--- config.mk ---
export PLATFORM = sky130hd
export DESIGN_NAME = fp_mul_shift_add_fsm_32bit
export DESIGN_NICKNAME = d
export VERILOG_FILES = /design/src/rtl/fp_pkg.sv /design/src/rtl/fp_round_rne.sv /design/src/rtl/fp_mul_shift_add_fsm_32bit.sv
export SDC_FILE = /design/constraint.sdc
export NUM_CORES = 1
export LEC_CHECK = 0
export ABC_CLOCK_PERIOD_IN_PS = 4400
export BUFFER_PORTS_ARGS = -buffer_cell sky130_fd_sc_hd__buf_2
export CAP_MARGIN = 15
export CORE_MARGIN = 4
export CORE_UTILIZATION = 55
export DETAILED_ROUTE_END_ITERATION = 6
export PLACE_DENSITY_LB_ADDON = 0.2
export SETUP_SLACK_MARGIN = 0.2
export SYNTH_ARGS = -nofsm -noshare
export SYNTH_HDL_FRONTEND = slang
export SYNTH_SLANG_ARGS = --single-unit
export TNS_END_PERCENT = 10
--- constraint.sdc ---
create_clock -name clk -period 4.4 [get_ports clk]
set_clock_uncertainty 0.1 [all_clocks]
set_input_delay 0.44 -clock clk [delete_from_list [all_inputs] [get_ports clk]]
set_output_delay 0.44 -clock clk [all_outputs]
set_load 0.05 [all_outputs]
--- src/rtl/fp_pkg.sv ---
// Shared FP32 definitions for the sequential floating-point engines.
package fp_pkg;

  typedef enum logic [2:0] {
    IDLE,
    UNPACK,
    MULTIPLY,
    NORMALIZE,
    ROUND,
    PACK,
    DONE
  } state_t;

  localparam int EXP_W     = 8;
  localparam int FRAC_W    = 23;
  localparam int FP32_BIAS = 127;

  localparam logic [31:0] QNAN    = 32'h7FC00000;
  localparam logic [31:0] POS_INF = 32'h7F800000;

endpackage

--- src/rtl/fp_round_rne.sv ---
// Round-to-nearest-even on a 23-bit fraction; a carry out bumps the exponent.
module fp_round_rne
  import fp_pkg::*;
#(
  parameter int XW = 10
) (
  input  logic [FRAC_W-1:0] frac,
  input  logic              guard,
  input  logic              sticky,
  input  logic [XW-1:0]     exp,
  output logic [FRAC_W-1:0] frac_out,
  output logic [XW-1:0]     exp_out
);

  logic [FRAC_W:0] sum;

  // On carry out the low bits are already zero, which is the required frac=0.
  always_comb begin
    sum      = {1'b0, frac} + {{FRAC_W{1'b0}}, guard & (sticky | frac[0])};
    frac_out = sum[FRAC_W-1:0];
    exp_out  = exp + XW'(sum[FRAC_W]);
  end

endmodule

--- src/rtl/fp_mul_shift_add_fsm_32bit.sv ---
// Sequential FP32 multiplier using iterative shift-add with a start/done handshake.
// Define FP_MUL_SPECIALS_EN to detect zero/denormal/inf/NaN and saturate/flush the exponent.
module fp_mul_shift_add_fsm_32bit #(
  parameter int BIAS          = 127,
  parameter int BITS_PER_STEP = 1
) (
  input  logic        clk,
  input  logic        rst,
  input  logic        start,
  input  logic [31:0] a,
  input  logic [31:0] b,
  output logic [31:0] result,
  output logic        done
);
  import fp_pkg::*;

  localparam int STEPS = 24 / BITS_PER_STEP;
`ifdef FP_MUL_SPECIALS_EN
  localparam int XW = 10;
`else
  // Without specials the exponent wraps mod 256, so 8 bits carry the whole result.
  localparam int XW = 8;
`endif

  state_t              state;
  logic [23:0]         ma;
  logic [23:0]         mb;
  logic [47:0]         prod;
  logic [47:0]         partial;
  logic                sign;
  logic [XW-1:0]       exp_sum;
  logic [XW-1:0]       exp_n;
  logic [XW-1:0]       exp_r;
  logic [XW-1:0]       exp_rnd;
  logic [4:0]          count;
  logic [FRAC_W-1:0]   frac_n;
  logic [FRAC_W-1:0]   frac_r;
  logic [FRAC_W-1:0]   frac_rnd;
  logic                guard;
  logic                sticky;

  always_comb begin
    partial = 48'(ma) * 48'(mb[BITS_PER_STEP-1:0]);
  end

  fp_round_rne #(.XW(XW)) u_round (
    .frac     (frac_n),
    .guard    (guard),
    .sticky   (sticky),
    .exp      (exp_n),
    .frac_out (frac_rnd),
    .exp_out  (exp_rnd)
  );

`ifdef FP_MUL_SPECIALS_EN
  logic a_nan, b_nan, a_inf, b_inf, a_zero, b_zero, op_sign;

  always_comb begin
    a_nan   = (a[30:23] == 8'hFF) && (a[22:0] != 23'd0);
    b_nan   = (b[30:23] == 8'hFF) && (b[22:0] != 23'd0);
    a_inf   = (a[30:23] == 8'hFF) && (a[22:0] == 23'd0);
    b_inf   = (b[30:23] == 8'hFF) && (b[22:0] == 23'd0);
    a_zero  = (a[30:23] == 8'h00);
    b_zero  = (b[30:23] == 8'h00);
    op_sign = a[31] ^ b[31];
  end
`endif

  always_ff @(posedge clk) begin
    if (rst) begin
      state   <= IDLE;
      ma      <= '0;
      mb      <= '0;
      prod    <= '0;
      sign    <= 1'b0;
      exp_sum <= '0;
      exp_n   <= '0;
      exp_r   <= '0;
      count   <= '0;
      frac_n  <= '0;
      frac_r  <= '0;
      guard   <= 1'b0;
      sticky  <= 1'b0;
      result  <= '0;
      done    <= 1'b0;
    end else begin
      case (state)
        IDLE: begin
          if (start) state <= UNPACK;
        end
        UNPACK: begin
          ma      <= {1'b1, a[22:0]};
          mb      <= {1'b1, b[22:0]};
          sign    <= a[31] ^ b[31];
          exp_sum <= XW'({2'b00, a[30:23]} + {2'b00, b[30:23]} - 10'(BIAS));
          prod    <= '0;
          count   <= '0;
          state   <= MULTIPLY;
`ifdef FP_MUL_SPECIALS_EN
          // Special operands bypass the datapath and complete immediately.
          if (a_nan || b_nan || (a_inf && b_zero) || (b_inf && a_zero)) begin
            result <= QNAN;
            done   <= 1'b1;
            state  <= DONE;
          end else if (a_inf || b_inf) begin
            result <= {op_sign, POS_INF[30:0]};
            done   <= 1'b1;
            state  <= DONE;
          end else if (a_zero || b_zero) begin
            result <= {op_sign, 31'd0};
            done   <= 1'b1;
            state  <= DONE;
          end
`endif
        end
        MULTIPLY: begin
          prod  <= prod + (partial << (int'(count) * BITS_PER_STEP));
          mb    <= mb >> BITS_PER_STEP;
          count <= count + 5'd1;
          if (count == 5'(STEPS - 1)) state <= NORMALIZE;
        end
        NORMALIZE: begin
          if (prod[47]) begin
            frac_n <= prod[46:24];
            guard  <= prod[23];
            sticky <= |prod[22:0];
            exp_n  <= exp_sum + XW'(1);
          end else begin
            frac_n <= prod[45:23];
            guard  <= prod[22];
            sticky <= |prod[21:0];
            exp_n  <= exp_sum;
          end
          state <= ROUND;
        end
        ROUND: begin
          frac_r <= frac_rnd;
          exp_r  <= exp_rnd;
          state  <= PACK;
        end
        PACK: begin
`ifdef FP_MUL_SPECIALS_EN
          if ($signed(exp_r) >= $signed(10'd255)) begin
            result <= {sign, POS_INF[30:0]};
          end else if ($signed(exp_r) < $signed(10'd1)) begin
            result <= {sign, 31'd0};
          end else begin
            result <= {sign, exp_r[7:0], frac_r};
          end
`else
          result <= {sign, exp_r, frac_r};
`endif
          done  <= 1'b1;
          state <= DONE;
        end
        DONE: begin
          if (!start) begin
            done  <= 1'b0;
            state <= IDLE;
          end
        end
        default: state <= IDLE;
      endcase
    end
  end

endmodule
Word level (Yosys, flattened, before mapping)
Cells that the tools add are included.
{"block": "word_totals", "inputBits": 67, "wordCells": 57, "reg_bits": 210, "out_inout_bits": 33}
{"block": "op_classes", "bitwise": 3, "reduce_logical": 7, "n_mux": 13, "n_eq_ne": 10, "shifts": 1, "n_mul": 1, "add_sub_neg": 7}
{"operator": "$pmux W48 S2", "n": 1}
{"operator": "$add A48 B48 Y48", "n": 1}
{"operator": "$pmux W24 S2", "n": 1}
{"operator": "$shl A25 B5 Y48", "n": 1}
{"operator": "$mul A24 B1 Y25", "n": 1}
{"operator": "$add A23 B1 Y24", "n": 1}
{"operator": "$mux W23", "n": 1}
{"operator": "$reduce_or A23 Y1", "n": 1}
{"operator": "$reduce_or A22 Y1", "n": 1}
{"operator": "$pmux W3 S7", "n": 1}
{"operator": "$pmux W5 S2", "n": 1}
{"operator": "$eq A3 B3 Y1 const B", "n": 3}
{"operator": "$mux W3", "n": 3}
{"operator": "$add A8 B1 Y8", "n": 1}
{"operator": "$add A8 B1 Y8 const B", "n": 1}
{"operator": "$add A8 B8 Y8", "n": 1}
{"operator": "$mux W8", "n": 1}
{"operator": "$sub A8 B7 Y8 const B", "n": 1}
{"operator": "$eq A3 B2 Y1 const B", "n": 2}
{"operator": "$ne A2 B2 Y1 const B", "n": 3}
{"operator": "$add A5 B1 Y5 const B", "n": 1}
{"operator": "$eq A5 B5 Y1 const B", "n": 1}
{"operator": "$reduce_bool A2 Y1", "n": 2}
{"operator": "$eq A3 B1 Y1 const B", "n": 1}
{"operator": "8 further kinds", "n": 10}

Logic depth before layout (Yosys ltp)
Gate-level depths: netlist of run 1.
{"block": "logic_depth", "ltp_word": 4, "depth_mapped": 23, "mapped_depth_nobuf": 20}

Cells and area by module
From an unflattened synthesis of run 1, not the netlist that was laid out.
{"block": "hier_totals", "hier_cells": 1609, "area_unflattened_um2": 12597.1}
{"mod": "fp_mul_shift_add_fsm_32bit", "area_each_um2": 12020.3, "n_inst": 1, "cells_each": 1533, "seq_area_each_um2": 4204.0}
{"mod": "fp_round_rne", "area_each_um2": 576.8, "n_inst": 1, "cells_each": 76, "seq_area_each_um2": 0.0}

Worst setup path before layout of run 1
Ideal clock, no wire load.
{"block": "synth_path", "kind": "reg-to-reg", "startpoint": "register count[1]", "endpoint": "register prod[45]", "path_buffers": 2, "path_stages_with_launch": 22, "required_ns": 4.174, "period_less_slack_ns": 4.088, "setup_ns": 0.126, "t_arrival_ns": 3.862, "slack_ns": 0.312, "path_cell_list": "dfxtp_1 > buf_2 > buf_1 > mux2i_1 > o21ai_0 > nand2_1 > nor2_1 > a31oi_1 > nand2_1 > o21ai_0 > nor2_1 > ha_1 > a21o_1 > a21o_1 > a21oi_1 > o22ai_1 > nor3_2 > o21ai_1 > a311oi_2 > o211ai_1 > xnor2_1 > o21ai_1"}
{"block": "synth_between", "elab_chain_len": 3}
{"item": "start, declared", "line_no": "fp_mul_shift_add_fsm_32bit.sv:35", "rtl": "logic [4:0] count;"}
{"item": "start signal, assigned", "line_no": "fp_mul_shift_add_fsm_32bit.sv:119", "rtl": "count <= count + 5'd1;"}
{"item": "$shl A25 B5 Y48", "line_no": "fp_mul_shift_add_fsm_32bit.sv:117", "rtl": "prod <= prod + (partial << (int'(count) * BITS_PER_STEP));"}
{"item": "$add A48 B48 Y48", "line_no": "fp_mul_shift_add_fsm_32bit.sv:117"}
{"item": "$pmux W48 S2", "line_no": "fp_mul_shift_add_fsm_32bit.sv:87", "rtl": "case (state)"}
{"item": "end signal, assigned", "line_no": "fp_mul_shift_add_fsm_32bit.sv:117"}
{"item": "end, declared", "line_no": "fp_mul_shift_add_fsm_32bit.sv:28", "rtl": "logic [47:0] prod;"}
Every way passes these cells.
A chain may end at the register's enable or synchronous reset.

Worst setup path in the final report of run 1
Same ends and word-level chain as after synthesis.

==> results of run 1 <==
per-stage QoR:
stage	worst slack, ps	area, um^2	std cells	total power (uW)	util, %
2_1_floorplan	312	12600	1565	2470	-
3_3_place_gp	-72.0	13400	1890	2620	59.5
3_5_place_dp	-79.4	13400	1890	2640	59.5
4_1_cts	175	14400	1938	4710	63.7
5_1_grt	-0.633	14700	1953	4890	65.0
6_report	127	14700	1953	4680	65.0
where the power goes:
group / internal [uW] / total (uW) / switching, uW
Combinational: 226 / 549 / 323
Sequential: 1990 / 2070 / 79.6
Clock: 1240 / 2060 / 814
Total: 3460 / 4680 / 1220
final timing paths:
path / from / endpoint / slack [ps] / cells past startpoint
setup / recovery: count[1] / prod[45] / 130 / 20
hold / removal: a[20] / ma[20] / 40 / 3
setup reg to reg: count[1] / prod[45] / 130 / 20
hold reg to reg: result[21] / result[21] / 350 / 2
Yosys cell counts, drive strengths merged (4+ instances only):
cell	number
a211oi	67
a21o	45
a21oi	117
a221oi	4
a22oi	23
a31o	8
a31oi	9
and2	12
and3	20
and4	4
buf	22
clkbuf	90
dfxtp	210
ha	66
inv	22
mux2	7
mux2i	45
mux4	18
nand2	212
nand2b	6
nand3	52
nand4	14
nor2	188
nor2b	9
nor3	35
nor4	8
o211ai	7
o21a	4
o21ai	72
o21bai	10
o22ai	37
or3	4
xnor2	43
xor2	40
flip-flops by register name, indices dropped and copies added (netlist names), 23 cells and up:
signal / flops
frac_r: 23
prod: 48
result: 32
mb: 24
frac_n: 23
ma: 24
timing repair:
item,CTS,global route
cloned,1,0
pin swaps,5,28
gates resized for setup,18,51
setup buffers,6,15
setup endpoints to repair,17,25
layer usage:
layer / GRT usage (%) / up-vias / wire [um]
met1: 35.5 / 5393 / 15200
met3: 3.68 / 49 / 1840
li1: - / 5810 / -
met5: 0 / - / 0
met4: 6.23 / 0 / 775
met2: 41.7 / 312 / 15500
logic make-up (layout without fill, tap and decap cells):
family / after synthesis / count (layout) / share of synthesized area (%)
buf+inv: 134 / 237 / 4.09
xor+xnor: 83 / 83 / 5.79
fa+ha+maj: 68 / 68 / 6.89
compound gates: 427 / 427 / 22.3
flops: 210 / 210 / 33.5
simple gates: 573 / 573 / 20.1
mux: 70 / 70 / 7.44
worst register-to-register path, cell delays in order, from the launching register on:
cell and delay (ps):
dfxtp_2 380, buf_4 190, mux4_2 510, nand2_1 160, nor2_1 60, a31o_2 230, o21ai_2 200, nor2_1 110
ha_1 390, buf_4 160, a21o_1 160, a21oi_2 170, o22ai_2 100, nor3_2 170, buf_4 170, o21ai_2 80
a311oi_2 270, buf_4 170, o211ai_1 90, xnor2_1 200, o21ai_1 70
area by class of cell:
| cell class | count | area, um^2 | share of cell area [%] |
|---|---|---|---|
| sequential | 210 | 4210 | 28.7 |
| tap | 285 | 357 | 2.43 |
| clock buffer | 29 | 659 | 4.50 |
| multi-input combinational | 1221 | 8070 | 55.1 |
| timing repair buffer | 174 | 1120 | 7.66 |
| inverter | 22 | 82.6 | 0.563 |
| clock inverter | 12 | 156 | 1.07 |
==> flow_metrics.env, run 1 <==
export IMPL_whs_ps=35.9
export IMPL_antenna_cells=0
export IMPL_power_leakage_uw=0.00587
export IMPL_final_common_cell="nand2_1"
export IMPL_synth_seq_cells=210
export IMPL_grt_pass1_wl_um=54900
export IMPL_dr_pass1_iters=5
export IMPL_htree_num_levels=1
export IMPL_drt_vias_per_instance=5.92
export IMPL_maxCapViolations=0
export IMPL_floorplan_die_width_um=159
export IMPL_crit_path_frequent_cell="buf_4"
export IMPL_dpl_hpwl_um=23600
export IMPL_insertion_delay_ps=530
export IMPL_start_util_pct=55.7
export IMPL_hold_violations=0
export IMPL_end_kind="flip-flop"
export IMPL_yosysTopAreaCell="dfxtp_1"
export IMPL_synth_area_leaders="dfxtp_1 (33%), ha_1 (6.6%), nand2_1 (6.3%)"
export IMPL_powerDensity_nw_per_um2=319
export IMPL_grt_pass1_vias=10647
export IMPL_drcViolationCount=0
export IMPL_critPathKind="flip-flop to flip-flop"
export IMPL_rows=55
export IMPL_area_delta_synth_final_pct=16.7
export IMPL_ioPinCount=100
export IMPL_grt_usage_pct=25.4
export IMPL_relSlewSlack_pct=26.2
export IMPL_dieArea_um2=25300
export IMPL_synth_cell_type_count=71
export IMPL_crit_arrival_ps=4560
export IMPL_syn_area_um2=12600
export IMPL_cts_buffers=24
export IMPL_grt_start_max_net_pins=119
export IMPL_async_reset_ff_share_pct=0
export IMPL_path_cells="buf_4 > mux4_2 > nand2_1 > nor2_1 > a31o_2 > o21ai_2 > nor2_1 > ha_1 > buf_4 > a21o_1 > a21oi_2 > o22ai_2 > nor3_2 > buf_4 > o21ai_2 > a311oi_2 > buf_4 > o211ai_1 > xnor2_1 > o21ai_1"
export IMPL_portBuffers=99
export IMPL_cp_slowest_cell="mux4_2"
export IMPL_clk_pin_slew_worst_paths_ps=60
export IMPL_drt_iter0_drc=898
export IMPL_nets=1788
export IMPL_fin_crit_ps=4270
export IMPL_postCtsHoldBufs=0
export IMPL_startpoint_type="flip-flop"
export IMPL_finalWirelength_um=33300
export IMPL_ys_flop_type="dfxtp_1"
export IMPL_clockBufferDepth=3
export IMPL_setup_violations=0
export IMPL_gp_congestion=0.976
export IMPL_gr_total_overflow=0
export IMPL_num_vias=11564
export IMPL_drtAntennaViolNets=0
export IMPL_synth_top_cell_area_share_pct=33.5
export IMPL_max_freq_ghz=0.234
export IMPL_synth_cells=1565
export IMPL_max_vdd_ir_drop_mv=0.235
export IMPL_min_path_type="input port to flip-flop"
export IMPL_final_max_slew_viol_count=0
export IMPL_cp_max_fo=9
export IMPL_fin_setup_tns_ps=0
export IMPL_synth_enable_flop_cells=0
export IMPL_tightest_slew_ps=1110
export IMPL_wire_per_inst_um=17.1
export IMPL_antenna_found_initial=0
export IMPL_synth_nets=1700
export IMPL_cp_required_ps=4690
export IMPL_crit_family="compound AO/OA/AOI/OAI gates"
export IMPL_yosys_warnings=0
export IMPL_period_share_pct=97.1
export IMPL_rsz0062_at_grt="yes"
export IMPL_drive_above_1_share_pct=18.9
export IMPL_design_core_area_um2=22600
export IMPL_slowest_delay_ps=510
export IMPL_final_cell_mix="nand2_1 (212), dfxtp_1 (207), nor2_1 (184)"
export IMPL_die_h_um=159
export IMPL_ys_seq_area_share_pct=33.5
export IMPL_cts_root_buf="clkbuf_16"
export IMPL_fill_cells=1988
export IMPL_cp_num_buf_inv=4
export IMPL_cts_sinks=210
export IMPL_status="completed"
export IMPL_cts_tree="done"
export IMPL_syn_area_per_cell_um2=8.03
No activity file was read; power rests on OpenSTA's default activity.
==> inputs of run 2 (changes only) <==
--- a/config.mk
+++ b/config.mk
@@ -16,4 +16,5 @@
 export SYNTH_ARGS = -nofsm -noshare
 export SYNTH_HDL_FRONTEND = slang
+export SYNTH_HIERARCHICAL = 1
 export SYNTH_SLANG_ARGS = --single-unit
 export TNS_END_PERCENT = 10
==> constraint.sdc (replaced) <==
create_clock -name clk -period 4.4 [get_ports clk]
set_clock_uncertainty 0.1 [all_clocks]
set_input_delay 0.88 -clock clk [delete_from_list [all_inputs] [get_ports clk]]
set_output_delay 0.88 -clock clk [all_outputs]
set_load 0.05 [all_outputs]
==> flow_metrics.env, run 2 <==
export IMPL_max_freq_ghz=0.239
export IMPL_area_delta_synth_final_pct=16.8
export IMPL_crit_path_end="prod[47]"
export IMPL_power_leakage_uw=0.00580
export IMPL_final_cells=1993
export IMPL_fin_area_um2=14700
export IMPL_max_vdd_ir_drop_mv=0.276
export IMPL_tightest_slew_ps=1100
export IMPL_portBuffers=99
export IMPL_period_share_pct=95.2
export IMPL_timing_rr_end="prod[47]"
export IMPL_grt_pass1_wl_um=52800
export IMPL_startpoint_type="flip-flop"
export IMPL_cts_root_buf="clkbuf_16"
export IMPL_finalWirelength_um=32400
export IMPL_antenna_cells=0
export IMPL_crit_start="count[0]"
export IMPL_critPathKind="flip-flop to flip-flop"
export IMPL_synth_compound_area_share_pct=22.1
export IMPL_switching_share_pct=25.2
export IMPL_reg2reg_slack_ps=210
export IMPL_ys_seq_area_share_pct=33.4
export IMPL_final_cell_mix="nand2_1 (287), dfxtp_1 (208), nor2_1 (155)"
export IMPL_ys_top_cells_by_count="nand2_1 (289), dfxtp_1 (210), a21oi_1 (165), nor2_1 (158), clkbuf_1 (88)"
export IMPL_antenna_found_initial=0
export IMPL_drive_above_1_share_pct=17.2
export IMPL_synthAdderAreaFrac_pct=6.87
export IMPL_synth_mux_area_share_pct=6.67
export IMPL_rr_worst_depth=17
export IMPL_synth_seq_cells=210
export IMPL_dp_cells=1937
export IMPL_end_kind="flip-flop"
export IMPL_drtAntennaViolNets=0
export IMPL_gr_total_overflow=0
export IMPL_design_core_area_um2=22600
export IMPL_drt_vias_per_instance=5.78
export IMPL_pwr_share_clk_pct=44.4
export IMPL_grt_usage_pct=24.1
export IMPL_relSlewSlack_pct=26.6
export IMPL_async_reset_ff_share_pct=0
export IMPL_synth_top_cell_area_share_pct=33.4
export IMPL_final_max_slew_viol_count=0
export IMPL_p_switching_uw=1170
export IMPL_fin_setup_tns_ps=0
export IMPL_setup_violations=0
export IMPL_synth_area_leaders="dfxtp_1 (33%), nand2_1 (8.6%), a21oi_1 (6.6%)"
export IMPL_finalPower_uw=4660
export IMPL_grt_pass1_vias=10761
export IMPL_reg_top3="prod: 48 flops, result: 32 flops"
export IMPL_synth_cell_type_count=69
export IMPL_num_vias=11527
export IMPL_rsz0062_at_grt="yes"
export IMPL_maxCapViolations=0
export IMPL_htree_num_levels=1
export IMPL_powerDensity_nw_per_um2=317
export IMPL_seq_power_share_pct=44.2
export IMPL_crit_arrival_ps=4540
export IMPL_yosysMostFrequentCell="nand2_1"
export IMPL_fill_cells=2011
export IMPL_cts_tree="done"
export IMPL_synth_top_family_by_area="compound AO/OA/AOI/OAI gates"
export IMPL_cts_buffers=23
export IMPL_ys_flop_type="dfxtp_1"
export IMPL_drcViolationCount=0
export IMPL_synth_nets=1744
export IMPL_nets=1828
export IMPL_gp_congestion=0.952
export IMPL_ioPinCount=100
export IMPL_fin_crit_ps=4190
export IMPL_floorplan_die_width_um=159
export IMPL_die_h_um=159
export IMPL_min_path_type="flip-flop to flip-flop"
export IMPL_placed_area_um2=13500
export IMPL_synth_enable_flop_cells=0
export IMPL_largest_reg_flops=48
export IMPL_final_common_cell="nand2_1"
export IMPL_yosysTopAreaCell="dfxtp_1"
export IMPL_rows=55
export IMPL_cp_required_ps=4750
export IMPL_grt_start_max_net_pins=104
export IMPL_clockBufferDepth=3
export IMPL_synth_simple_area_share_pct=20.8
export IMPL_reg2reg_from="count[0]"
export IMPL_syn_area_per_cell_um2=7.83
export IMPL_dr_pass1_iters=5
export IMPL_insertion_delay_ps=530
export IMPL_cp_max_fo=6
export IMPL_synth_xor_area_share_pct=5.98
export IMPL_yosys_warnings=6
export IMPL_drt_iter0_drc=828
export IMPL_dpl_hpwl_um=23100
export IMPL_hold_violations=0
export IMPL_wire_per_inst_um=16.3
export IMPL_start_util_pct=55.8
export IMPL_syn_area_um2=12600
export IMPL_dieArea_um2=25400
export IMPL_cts_sinks=210
export IMPL_clk_pin_slew_worst_paths_ps=60
export IMPL_status="completed"
export IMPL_combPwrFrac_pct=11.5
export IMPL_regMostFlops="prod"
export IMPL_synth_cells=1609
export IMPL_intPower_uw=3490
==> run 2: final cells by class <==
type | instances | area (um^2) | share of cell area [%]
multi-input combinational | 1262 | 8130 | 55.3
sequential | 210 | 4210 | 28.6
timing repair buffer | 167 | 1080 | 7.37
clock buffer | 32 | 659 | 4.48
tap | 285 | 357 | 2.42
clock inverter | 8 | 159 | 1.08
inverter | 29 | 109 | 0.740
==> run 2: per-layer routing <==
metal  routed length [um]  global-route usage (%)  vias to the layer above
li1                     -                       -                     5879
met1                14500                    31.6                     5310
met2                15300                    40.5                      261
met3                 1340                    3.42                       77
met4                 1310                    8.84                        0
met5                    0                       0                        -
==> run 2: critical path: stages, from the launching register on <==
cell and delay (ps):
dfxtp_4 380, buf_12 140, mux4_2 330, nand2_1 70
o21ai_0 400, mux2i_1 200, o21ai_0 440, ha_1 390
a21o_1 230, a21o_1 190, a221oi_2 370, o21bai_1 120
a21oi_2 110, buf_4 150, o21a_1 150, xnor2_2 130
a21oi_2 80, o22ai_1 140
==> run 2: how the worst min path moves through the flow <==
| stage | from | to | depth (start not counted) |
|---|---|---|---|
| after floorplan | exp_r[4] | result[27] | 2 |
| after global placement | exp_r[2] | result[25] | 2 |
| after detailed placement | frac_r[1] | result[1] | 2 |
| after CTS | frac_r[1] | result[1] | 2 |
| after global routing | frac_r[1] | result[1] | 2 |
| final | frac_r[1] | result[1] | 2 |
==> run 2: cells by family after synthesis <==
kind of cell    after synthesis
buf+inv                     137
compound gates              446
simple gates                600
mux                          62
fa+ha+maj                    68
xor+xnor                     86
flops                       210
==> run 2: power by group through the flow <==
stage / clock network (uW) / logic, uW / registers (uW)
floorplan: 0 / 383 / 2070
detailed placement: 0 / 510 / 2100
finish: 2070 / 534 / 2060
CTS: 2110 / 514 / 2060
global route: 2190 / 598 / 2070
global placement: 0 / 501 / 2090
==> run 2: per-stage QoR <==
stage	hold WS, ps	setup slack, ps	utilization (%)
2_1_floorplan	332	266	-
3_3_place_gp	338	119	59.7
3_5_place_dp	343	56.1	59.7
4_1_cts	352	166	63.4
5_1_grt	363	94.4	65.2
6_report	347	212	65.2
==> run 2: timing repair <==
item                                    in CTS  in global routing
hold buffers                                 0                  0
cloned                                       0                  2
pin swaps                                    0                 25
endpoints found under the setup margin      13                 20
buffers inserted                             0                 13
resized for setup                            7                 65
